==> config.mk <==
export PLATFORM = sky130hd
export DESIGN_NAME = present_iter_flat
export DESIGN_NICKNAME = d
export VERILOG_FILES = /design/src/rtl/present_iter_if.sv /design/src/rtl/present_iter.sv /design/src/flat_wrapper.sv
export SDC_FILE = /design/constraint.sdc
export NUM_CORES = 1
export LEC_CHECK = 0
export BUFFER_PORTS_ARGS = -buffer_cell sky130_fd_sc_hd__buf_2
export CAP_MARGIN = 20
export CORE_MARGIN = 8
export CORE_UTILIZATION = 45
export DETAILED_ROUTE_END_ITERATION = 7
export PLACE_DENSITY = 0.66
export REMOVE_ABC_BUFFERS = 1
export SLEW_MARGIN = 20
export SYNTH_ARGS = -nofsm -noshare
export SYNTH_HDL_FRONTEND = slang
export SYNTH_SLANG_ARGS = --single-unit
export TNS_END_PERCENT = 50
==> constraint.sdc <==
create_clock -name clk -period 9.4 [get_ports clk]
set_input_delay 1.41 -clock clk [delete_from_list [all_inputs] [get_ports clk]]
set_output_delay 1.41 -clock clk [all_outputs]
set_load 0.01 [all_outputs]
==> src/rtl/present_iter_if.sv <==
// present_iter_if: host <-> cipher engine handshake bundle.
// Carries the start/ready/done handshake, plaintext, key and ciphertext.
// With PRESENT_ABORT_EN defined, an extra abort request line is included.
interface present_iter_if #(
  parameter int KEY_W = 80
);
  logic             start;
  logic [63:0]      x;
  logic [KEY_W-1:0] k;
  logic             ready;
  logic             busy;
  logic             done;
  logic [63:0]      r;
`ifdef PRESENT_ABORT_EN
  logic             abort;

  modport master (output start, x, k, abort, input ready, busy, done, r);
  modport slave  (input start, x, k, abort, output ready, busy, done, r);
`else
  modport master (output start, x, k, input ready, busy, done, r);
  modport slave  (input start, x, k, output ready, busy, done, r);
`endif
endinterface

==> src/rtl/present_iter.sv <==
// present_iter: iterative PRESENT encryption, one round per clock.
// 80- or 128-bit key schedule computed on the fly, ROUNDS rounds followed
// by final key whitening. Optional abort input enabled by PRESENT_ABORT_EN.
module present_iter #(
  parameter int KEY_W  = 80,
  parameter int ROUNDS = 31
) (
  input logic          clk,
  input logic          rst,
  present_iter_if.slave bus
);

  typedef enum logic [1:0] {IDLE, RUN, DONE} state_t;

  localparam logic [4:0] LAST_RC = 5'(ROUNDS);

  // Reject unsupported configurations at elaboration time.
  generate
    if (!(KEY_W == 80 || KEY_W == 128)) begin : g_bad_key
      $error("present_iter: KEY_W must be 80 or 128");
    end
    if (ROUNDS < 1 || ROUNDS > 31) begin : g_bad_rounds
      $error("present_iter: ROUNDS must be in 1..31");
    end
  endgenerate

  function automatic logic [3:0] sbox4(input logic [3:0] a);
    logic [3:0] y;
    case (a)
      4'h0: y = 4'hC;
      4'h1: y = 4'h5;
      4'h2: y = 4'h6;
      4'h3: y = 4'hB;
      4'h4: y = 4'h9;
      4'h5: y = 4'h0;
      4'h6: y = 4'hA;
      4'h7: y = 4'hD;
      4'h8: y = 4'h3;
      4'h9: y = 4'hE;
      4'hA: y = 4'hF;
      4'hB: y = 4'h8;
      4'hC: y = 4'h4;
      4'hD: y = 4'h7;
      4'hE: y = 4'h1;
      default: y = 4'h2;
    endcase
    return y;
  endfunction

  state_t           state_q, state_d;
  logic [63:0]      s_q, s_d;
  logic [KEY_W-1:0] kr_q, kr_d;
  logic [4:0]       rc_q, rc_d;
  logic [63:0]      r_q, r_d;

  logic [63:0]      t_add;
  logic [63:0]      t_sub;
  logic [63:0]      t_perm;
  logic [KEY_W-1:0] kr_rot;
  logic [KEY_W-1:0] kr_next;

  // Round datapath: key addition, 16 parallel S-boxes, bit permutation.
  assign t_add = s_q ^ kr_q[KEY_W-1 -: 64];

  generate
    for (genvar gi = 0; gi < 16; gi++) begin : g_sbox
      assign t_sub[4*gi +: 4] = sbox4(t_add[4*gi +: 4]);
    end
    for (genvar gi = 0; gi < 63; gi++) begin : g_perm
      assign t_perm[(16*gi) % 63] = t_sub[gi];
    end
  endgenerate
  assign t_perm[63] = t_sub[63];

  // Key schedule: rotate left by 61, S-box the top nibble(s), mix in rc.
  generate
    if (KEY_W == 80) begin : g_ks80
      assign kr_rot = {kr_q[KEY_W-62:0], kr_q[KEY_W-1:KEY_W-61]};
      // 80-bit update: one S-box nibble, counter at [19:15].
      always_comb begin
        kr_next        = kr_rot;
        kr_next[79:76] = sbox4(kr_rot[79:76]);
        kr_next[19:15] = kr_rot[19:15] ^ rc_q;
      end
    end else if (KEY_W == 128) begin : g_ks128
      assign kr_rot = {kr_q[KEY_W-62:0], kr_q[KEY_W-1:KEY_W-61]};
      // 128-bit update: two S-box nibbles, counter at [66:62].
      always_comb begin
        kr_next          = kr_rot;
        kr_next[127:124] = sbox4(kr_rot[127:124]);
        kr_next[123:120] = sbox4(kr_rot[123:120]);
        kr_next[66:62]   = kr_rot[66:62] ^ rc_q;
      end
    end else begin : g_ks_none
      assign kr_rot  = '0;
      assign kr_next = '0;
    end
  endgenerate

  // State, key, counter and result registers with asynchronous clear.
  always_ff @(posedge clk or posedge rst) begin
    if (rst) begin
      state_q <= IDLE;
      s_q     <= '0;
      kr_q    <= '0;
      rc_q    <= '0;
      r_q     <= '0;
    end else begin
      state_q <= state_d;
      s_q     <= s_d;
      kr_q    <= kr_d;
      rc_q    <= rc_d;
      r_q     <= r_d;
    end
  end

  // Next-state and datapath control; everything holds unless a case overrides.
  always_comb begin
    state_d = state_q;
    s_d     = s_q;
    kr_d    = kr_q;
    rc_d    = rc_q;
    r_d     = r_q;
    case (state_q)
      IDLE: begin
        if (bus.start) begin
          s_d     = bus.x;
          kr_d    = bus.k;
          rc_d    = 5'd1;
          state_d = RUN;
        end
      end
      RUN: begin
        s_d  = t_perm;
        kr_d = kr_next;
        rc_d = rc_q + 5'd1;
        if (rc_q == LAST_RC) begin
          // Final whitening with the key produced by this last update.
          r_d     = t_perm ^ kr_next[KEY_W-1 -: 64];
          state_d = DONE;
        end
`ifdef PRESENT_ABORT_EN
        // Abort has priority over the final round: drop the work, keep r.
        if (bus.abort) begin
          s_d     = '0;
          kr_d    = '0;
          rc_d    = '0;
          r_d     = r_q;
          state_d = IDLE;
        end
`endif
      end
      DONE: begin
        state_d = IDLE;
      end
      default: begin
        state_d = IDLE;
      end
    endcase
  end

  assign bus.ready = (state_q == IDLE);
  assign bus.busy  = (state_q == RUN);
  assign bus.done  = (state_q == DONE);
  assign bus.r     = r_q;

endmodule

==> src/flat_wrapper.sv <==
// flat-port wrapper written by rule: the top's interface ports become plain ports
module present_iter_flat 
#(
  parameter int KEY_W  = 80,
  parameter int ROUNDS = 31
)
  (clk, rst, bus_start, bus_x, bus_k, bus_ready, bus_busy, bus_done, bus_r);
  present_iter_if #(.KEY_W(KEY_W)) bus_i ();
  input logic clk;
  input logic rst;
  input wire logic [$bits(bus_i.start)-1:0] bus_start;
  input wire logic [$bits(bus_i.x)-1:0] bus_x;
  input wire logic [$bits(bus_i.k)-1:0] bus_k;
  output wire logic [$bits(bus_i.ready)-1:0] bus_ready;
  output wire logic [$bits(bus_i.busy)-1:0] bus_busy;
  output wire logic [$bits(bus_i.done)-1:0] bus_done;
  output wire logic [$bits(bus_i.r)-1:0] bus_r;
  assign bus_i.start = bus_start;
  assign bus_i.x = bus_x;
  assign bus_i.k = bus_k;
  assign bus_ready = bus_i.ready;
  assign bus_busy = bus_i.busy;
  assign bus_done = bus_i.done;
  assign bus_r = bus_i.r;
  present_iter #(.KEY_W(KEY_W), .ROUNDS(ROUNDS)) u_core (.clk(clk), .rst(rst), .bus(bus_i));
endmodule
==> results of run 1 <==
==> cells by family after synthesis <==
group	count (synthesis)	share of synthesized area (%)
AND/OR/NAND/NOR	249	8.17
multiplexers	68	8.50
adder cells (fa/ha/maj)	87	8.00
XOR/XNOR	150	10.8
AO/OA/AOI/OAI	453	20.3
buffers and inverters	167	4.69
flip-flops	215	39.6
==> routing by layer <==
metal	share of wire [%]	vias up
met5	0	-
met1	43	5703
li1	-	5281
met4	4.0	0
met3	7.7	87
met2	46	438
==> metrics by stage <==
stage	setup slack, ns	hold WS (ns)	instance area (sq um)	utilization [%]	cells
5_1_grt	5.15	0.500	15800	53.0	1956
3_5_place_dp	5.40	0.465	14900	50.2	1911
3_3_place_gp	5.46	0.457	14900	50.2	1911
6_report	5.25	0.472	15800	53.0	1956
2_1_floorplan	2.11	0.490	13200	-	1294
4_1_cts	5.26	0.478	15800	53.0	1956
==> cells in the mapped netlist <==
cell type    n
a211oi_1     1
a21oi_1    122
a221o_1     16
a22o_1       2
a22oi_1      1
a31oi_1     27
and2_1      27
and3_1       1
buf_1        6
buf_2        9
clkbuf_1    80
dfrtp_1    215
ha_1        87
inv_1       70
inv_2        2
mux2_2       2
mux2i_1     33
mux4_1      16
mux4_2      17
nand2_1    120
nand3_1      1
nor2_1      51
nor2b_1     33
nor3_1      15
nor3b_1      1
o21ai_0     99
o21ai_1      3
o221ai_1    16
o22a_1      37
o22ai_1    129
xnor2_1     89
xnor2_2      9
xor2_1      40
xor2_2      12
==> critical path: cells and delay by family, from the launching register on <==
| family | cells | cell delay (ns) |
|---|---|---|
| simple gates | 1 | 0.12 |
| buf+inv | 4 | 1.67 |
| flops | 1 | 0.40 |
==> sequential cells by signal (all words and copies together), names as in the netlist <==
| register | flops |
|---|---|
| u_core.s_q | 64 |
| u_core.bus.r | 64 |
| u_core.rc_q | 5 |
| u_core.state_q | 2 |
| u_core.kr_q | 80 |
==> cell type report <==
class,count,area (sq um)
multi-input combinational,1007,7600
sequential,215,5390
clock inverter,9,98.8
fill,2703,14000
timing repair buffer,227,1170
tap,390,488
inverter,72,278
clock buffer,36,727
==> path summary, 6_finish.rpt <==
| kind | startpoint | to | slack (ns) | cells after the start |
|---|---|---|---|---|
| worst max-delay path | u_core.state_q[1]$_DFFE_PP0P_ | bus_busy | 5.25 | 5 |
| worst min-delay path | u_core.bus.r[41]$_DFFE_PP0P_ | u_core.bus.r[41]$_DFFE_PP0P_ | 0.47 | 2 |
| worst max register to register | u_core.state_q[1]$_DFFE_PP0P_ | u_core.bus.r[46]$_DFFE_PP0P_ | 6.47 | 7 |
| worst min register to register | u_core.bus.r[41]$_DFFE_PP0P_ | u_core.bus.r[41]$_DFFE_PP0P_ | 0.47 | 2 |
| max in group asynchronous | rst | u_core.state_q[1]$_DFFE_PP0P_ | 7.04 | 3 |
| min in group asynchronous | rst | u_core.bus.r[4]$_DFFE_PP0P_ | 0.94 | 2 |
==> flow_summary.json, run 1 <==
{
  "drive_gt1_share_pct": 20.3,
  "critical-path-max-stage-delay_ns": 0.54,
  "wl_per_cell_um": 22.2,
  "cp_cell_sequence": "inv_2 > nand2_2 > inv_2 > buf_4 > buf_2",
  "fin_nets": 1782,
  "worstPathRequired_ns": 7.99,
  "path_max_fanout": 36,
  "fin_setup_tns_ns": 0,
  "htreeDepth": 1,
  "grt_max_degree": 82,
  "met1_usage_pct": 31.5,
  "grt_pass1_vias": 11600,
  "cts_resized": 0,
  "synth_area_leaders": "dfrtp_1 (40%), ha_1 (8.0%), o22ai_1 (5.9%)",
  "hold_viol_final": 0,
  "die_y_um": 190,
  "clk_latency_ns": 0.53,
  "tightest_slew_ns": 1.03,
  "maxCapViolCount": 0,
  "rsz0062_at_grt": "no",
  "synth-seq-area-share_pct": 39.6,
  "status": "complete, no violations",
  "syn_area_sq_um": 13600,
  "holdBufCountCts": 0,
  "grt_util_met3_pct": 5.20,
  "core-area_sq_um": 29700,
  "finalSetupViolCount": 0,
  "worstSetupPathType": "reg2out",
  "grt.busiest_layer": "met2",
  "synth.distinct_cells": 34,
  "layout_common_cells": "dfrtp_1 (213), buf_2 (212), o22ai_1 (129)",
  "avgSynthCellArea_sq_um": 9.79,
  "grt.overflow.total": 0,
  "vias": 11500,
  "gp_congestion": 0.828,
  "fp.dieW_um": 190,
  "fin_crit_ns": 4.15,
  "synth_area_leader_cell": "dfrtp_1",
  "die_area_sq_um": 36000,
  "clk_pin_slew_worst_paths_ns": 0.06,
  "syn_inst": 1389,
  "antenna_left": 0,
  "skew_ns": 0.0141,
  "final.period_utilization_pct": 44.1,
  "diodes": 0,
  "cts_buffers": 25,
  "final_common_cell": "dfrtp_1",
  "area_growth_pct": 15.8,
  "cts_tree": "built",
  "dp.final_hpwl_um": 30400,
  "critPathLaunchType": "flip-flop",
  "crit_slowest_cell": "inv_2",
  "grt_pass1_wl_um": 67500,
  "drt-initial-drc-count": 946,
  "hold_class": "reg2reg",
  "synth.ff_latch_count": 215,
  "initial_core_util_pct": 45.8,
  "io_pins": 214,
  "grt_antenna_before_repair": 0,
  "slew_violations": 0,
  "drc": 0,
  "row_count": 63,
  "viasPerCell": 5.88,
  "grt_use_met2_pct": 37.0,
  "clock_sinks": 215,
  "crit_path_frequent_cell": "inv_2",
  "port_buffers": 213,
  "clk_path_buf_depth": 3,
  "wl_um": 43500,
  "grt_usage_pct": 23.6,
  "post_cts_buffers": 0,
  "yosys_warnings": 0,
  "dr.pass1.iters": 5,
  "arrival_ns": 2.74,
  "endpoint_kind": "primary output",
  "root_buffer": "clkbuf_16",
  "relSlewSlack_pct": 31.4,
  "synth_top_area_share_pct": 39.6,
  "max_freq_mhz": 241
}
Power of run 1 is not shown: default switching activity piles up to over one toggle a cycle in this logic, so the estimate is an artifact.
==> inputs of run 2 (changes only) <==
==> constraint.sdc (replaced) <==
create_clock -name clk -period 4.2 [get_ports clk]
set_input_delay 0.63 -clock clk [delete_from_list [all_inputs] [get_ports clk]]
set_output_delay 0.63 -clock clk [all_outputs]
set_load 0.01 [all_outputs]
==> run 2 against run 1 <==
Net effect:
- sequential share of layout area down 0.24 points
- final cell count up 0.20%
- core utilization up 0.37 points
- flip-flop and latch count unchanged
- die area unchanged
==> flow_summary.json, run 2 (synthesis gave the netlist of run 1 again) <==
{
  "hold_viol_final": 0,
  "antenna_left": 0,
  "holdBufCountCts": 0,
  "final_common_cell": "dfrtp_1",
  "drt-initial-drc-count": 897,
  "rsz0062_at_grt": "no",
  "tightest_slew_ns": 1.06,
  "initial_core_util_pct": 45.8,
  "clk_latency_ns": 0.53,
  "dr.pass1.iters": 7,
  "htreeDepth": 1,
  "hold_ws_ns": 0.228,
  "post_cts_buffers": 0,
  "wl_um": 45000,
  "final.period_utilization_pct": 63.3,
  "final_util_pct": 53.4,
  "slew_violations": 0,
  "worstRegToRegCells": 7,
  "vias": 11600,
  "status": "complete, no violations",
  "grt_antenna_before_repair": 0,
  "finalSetupViolCount": 0,
  "place_area_sq_um": 15000,
  "hold_class": "in2async",
  "endpoint_kind": "primary output",
  "max_freq_mhz": 376,
  "grt_pass1_vias": 11600,
  "layout.cells.non_filler": 1960,
  "final_area_sq_um": 15900,
  "area_growth_pct": 16.6,
  "critPathLaunchType": "flip-flop",
  "drive_gt1_share_pct": 20.6,
  "path_max_fanout": 39,
  "cts_resized": 0,
  "die_area_sq_um": 36000,
  "grt_max_degree": 102,
  "clk_path_buf_depth": 3,
  "arrival_ns": 2.03,
  "cts_buffers": 25,
  "wl_per_cell_um": 23.0,
  "dp.final_hpwl_um": 31100,
  "port_buffers": 213,
  "largest_reg_flops": 80,
  "grt_pass1_wl_um": 68500,
  "numPlacedInstances": 1915,
  "clock_sinks": 215,
  "fp.dieW_um": 190,
  "worstPathRequired_ns": 3.57,
  "grt_usage_pct": 24.1,
  "core-area_sq_um": 29700,
  "io_pins": 214,
  "worstSetupPathType": "reg2out",
  "relSlewSlack_pct": 29.6,
  "viasPerCell": 5.89,
  "row_count": 63,
  "layout_common_cells": "dfrtp_1 (213), buf_2 (212), o22ai_1 (129)",
  "clk_pin_slew_worst_paths_ns": 0.06,
  "gp_congestion": 0.838,
  "drc": 0,
  "grt.overflow.total": 0,
  "die_y_um": 190,
  "root_buffer": "clkbuf_16",
  "skew_ns": 0.0101,
  "cts_tree": "built",
  "fin_crit_ns": 2.66,
  "fin_nets": 1786,
  "maxCapViolCount": 0,
  "regMostFlops": "u_core.kr_q",
  "diodes": 0
}
## run 2: changes by cell type in the layout (fill, tap and decap cells not counted), sizes merged
cell	before	now
bufinv	2	4
clkinv	7	5
buf	227	231
## run 2: final timing paths
| check | start | to | slack (ns) |
|---|---|---|---|
| setup / recovery | u_core.state_q[1]$_DFFE_PP0P_ | bus_busy | 1.54 |
| hold reg to reg | u_core.bus.r[4]$_DFFE_PP0P_ | u_core.bus.r[4]$_DFFE_PP0P_ | 0.47 |
| hold / removal | rst | u_core.bus.r[17]$_DFFE_PP0P_ | 0.23 |
| setup reg to reg | u_core.kr_q[33]$_DFFE_PP0P_ | u_core.bus.r[4]$_DFFE_PP0P_ | 1.68 |
| min in group clk | bus_k[39] | u_core.kr_q[39]$_DFFE_PP0P_ | 0.41 |
| max in group asynchronous | rst | u_core.bus.r[12]$_DFFE_PP0P_ | 2.95 |
## run 2: through the flow
stage | TNS, ns | setup slack (ns)
finish | 0 | 1.54
global route | 0 | 1.45
CTS | 0 | 1.55
detailed placement | 0 | 1.67
global placement | 0 | 1.75
floorplan | -745.78 | -2.80
## run 2: critical path: stages, from the launching register on
cell and delay [ns]:
dfrtp_2 0.41, inv_2 0.63, nand2_2 0.12, inv_2 0.17
buf_2 0.17
## run 2: area by class of cell
type                            instances  area [sq um]
Sequential cell                       215          5390
Multi-Input combinational cell       1007          7600
Clock buffer                           36           737
Fill cell                            2699         13900
Clock inverter                          9           145
Timing Repair Buffer                  231          1230
Inverter                               72           278
Tap cell                              390           488
## run 2: per-layer routing
metal  vias to the layer above  global-route usage (%)  wire [um]
li1                       5278                       -          -
met1                      5714                    32.7      19000
met2                       486                    38.4      20900
met3                        75                    4.45       3690
met4                         0                    7.91       1420
met5                         -                       0          0
Power of run 2 is left out for the same reason.
==> inputs of run 3 (changes only) <==
==> constraint.sdc (replaced) <==
create_clock -name clk -period 2.5 [get_ports clk]
set_input_delay 0.375 -clock clk [delete_from_list [all_inputs] [get_ports clk]]
set_output_delay 0.375 -clock clk [all_outputs]
set_load 0.01 [all_outputs]
==> run 3 against run 2 <==
Net effect:
- worst setup slack got worse by 1.5 ns
- clock-buffer cell count decreased by 1
- critical path type is now reg2reg
- first-iteration DRC count up 34%
- critical endpoint is now u_core.bus.r[41]$_DFFE_PP0P_
- wire length up 1.6%
- largest cell class unchanged
- die area stayed put
==> flow_summary.json, run 3 (synthesis gave the netlist of run 1 again) <==
{
  "crit_cells": 6,
  "cts_tree": "built",
  "grt_pass1_vias": 11800,
  "vias": 11800,
  "critical-path-max-stage-delay_ns": 0.53,
  "port_buffers": 213,
  "largest_reg_flops": 80,
  "fill_cells": 2668,
  "grt_pass1_wl_um": 70400,
  "die_y_um": 190,
  "grt_antenna_before_repair": 1,
  "place_area_sq_um": 15300,
  "critPathLaunchType": "flip-flop",
  "io_pins": 214,
  "skew_ns": 0.0183,
  "cts_buffers": 25,
  "register_area_sq_um": 5390,
  "worstPathRequired_ns": 2.91,
  "grt.busiest_layer": "met2",
  "grt_max_degree": 78,
  "path_max_fanout": 5,
  "endpoint_kind": "flip-flop",
  "layout.cells.non_filler": 1996,
  "die_area_sq_um": 36000,
  "tightest_slew_ns": 0.683,
  "grt_usage_pct": 24.8,
  "regMostFlops": "u_core.kr_q",
  "numPlacedInstances": 1951,
  "max_freq_mhz": 413,
  "fin_nets": 1823,
  "grt_util_met3_pct": 4.21,
  "layout_common_cells": "dfrtp_1 (213), buf_2 (212), o22ai_1 (129)",
  "initial_core_util_pct": 45.8,
  "root_buffer": "clkbuf_16",
  "hold_viol_final": 0,
  "maxCapViolCount": 0,
  "wl_per_cell_um": 22.9,
  "wl_um": 45700,
  "clk_path_buf_depth": 3,
  "finalSetupViolCount": 0,
  "hold_class": "in2reg",
  "row_count": 63,
  "slew_violations": 0,
  "arrival_ns": 2.83,
  "status": "complete, no violations",
  "cpLargestDelayFamily": "XOR/XNOR gates",
  "grt_use_met2_pct": 38.6,
  "worstRegToRegCells": 6,
  "fp.dieW_um": 190,
  "crit_slowest_cell": "mux4_2",
  "drt-initial-drc-count": 1198,
  "cp_cell_sequence": "xnor2_1 > inv_1 > ha_1 > mux4_2 > xnor2_1 > o21ai_0",
  "dp.final_hpwl_um": 32800,
  "holdPathStages": 3,
  "final_util_pct": 54.3,
  "hold_ws_ns": 0.136,
  "crit_buf_inv": 1,
  "clock_sinks": 215,
  "final_common_cell": "dfrtp_1",
  "worstSetupPathType": "reg2reg",
  "relSlewSlack_pct": 54.5,
  "crit_path_frequent_cell": "xnor2_1",
  "viasPerCell": 5.94,
  "met1_usage_pct": 34.2,
  "final_area_sq_um": 16100,
  "clk_pin_slew_worst_paths_ns": 0.06,
  "drive_gt1_share_pct": 22.3,
  "fin_crit_ns": 2.42,
  "final.period_utilization_pct": 96.9,
  "area_growth_pct": 18.7,
  "clk_latency_ns": 0.54,
  "core-area_sq_um": 29700,
  "dr.pass1.iters": 5,
  "htreeDepth": 1,
  "rsz0062_at_grt": "no",
  "drc": 0,
  "grt.overflow.total": 0,
  "multi_input_area_sq_um": 7640,
  "antenna_left": 0,
  "gp_congestion": 0.830
}
## run 3: cell count changes in the layout (fill, tap and decap cells not counted), sizes merged
cell	change
dlygate4sd3	+1
buf	+36
clkinv	+1
diode	+1
bufinv	-2
clkbuf	-1
## run 3: cell type report
class	instances	area share [%]
clock inverters	8	0.558
repair buffers	268	9.81
inverters	72	1.72
well taps	390	3.02
diodes	1	0.0155
flip-flops and latches	215	33.3
multi-input cells	1007	47.3
clock buffers	35	4.23
## run 3: what timing repair did
item | in CTS | in global routing
endpoints found under the hold margin | 60 | 0
endpoints found under the setup margin | 0 | 8
hold buffers | 1 | 0
setup buffers | 0 | 0
gates resized for setup | 0 | 5
## run 3: worst paths after layout
check                                            start                             to  slack, ns
max                         u_core.s_q[37]$_DFFE_PP0P_   u_core.bus.r[41]$_DFFE_PP0P_       0.08
min                                          bus_k[43]    u_core.kr_q[43]$_DFFE_PP0P_       0.14
max reg2reg                 u_core.s_q[37]$_DFFE_PP0P_   u_core.bus.r[41]$_DFFE_PP0P_       0.08
min reg2reg                u_core.bus.r[5]$_DFFE_PP0P_    u_core.bus.r[5]$_DFFE_PP0P_       0.47
max in group asynchronous                          rst  u_core.state_q[1]$_DFFE_PP0P_       1.32
min in group asynchronous                          rst   u_core.bus.r[49]$_DFFE_PP0P_       0.44
## run 3: worst register-to-register path: cells and delay by family, from the launching register on
kind | cells | cell delay, ns
adder cells (fa/ha/maj) | 1 | 0.37
buffers and inverters | 1 | 0.16
multiplexers | 1 | 0.53
XOR/XNOR | 2 | 0.69
flip-flops | 1 | 0.42
AO/OA/AOI/OAI | 1 | 0.12
## run 3: per-stage QoR
stage / TNS, ns / worst slack, ns
final: 0 / 0.0782
after global routing: 0 / 0.00545
after CTS: 0 / 0.00876
after detailed placement: 0 / 0.0217
after global placement: 0 / 0.128
after floorplan: -1407.43 / -4.50
## run 3: routing by layer
| metal | vias to the layer above | routed length [um] |
|---|---|---|
| li1 | 5361 | - |
| met1 | 5860 | 19000 |
| met2 | 540 | 21100 |
| met3 | 88 | 3780 |
| met4 | 0 | 1840 |
| met5 | - | 0 |
Power of run 3 is left out for the same reason.
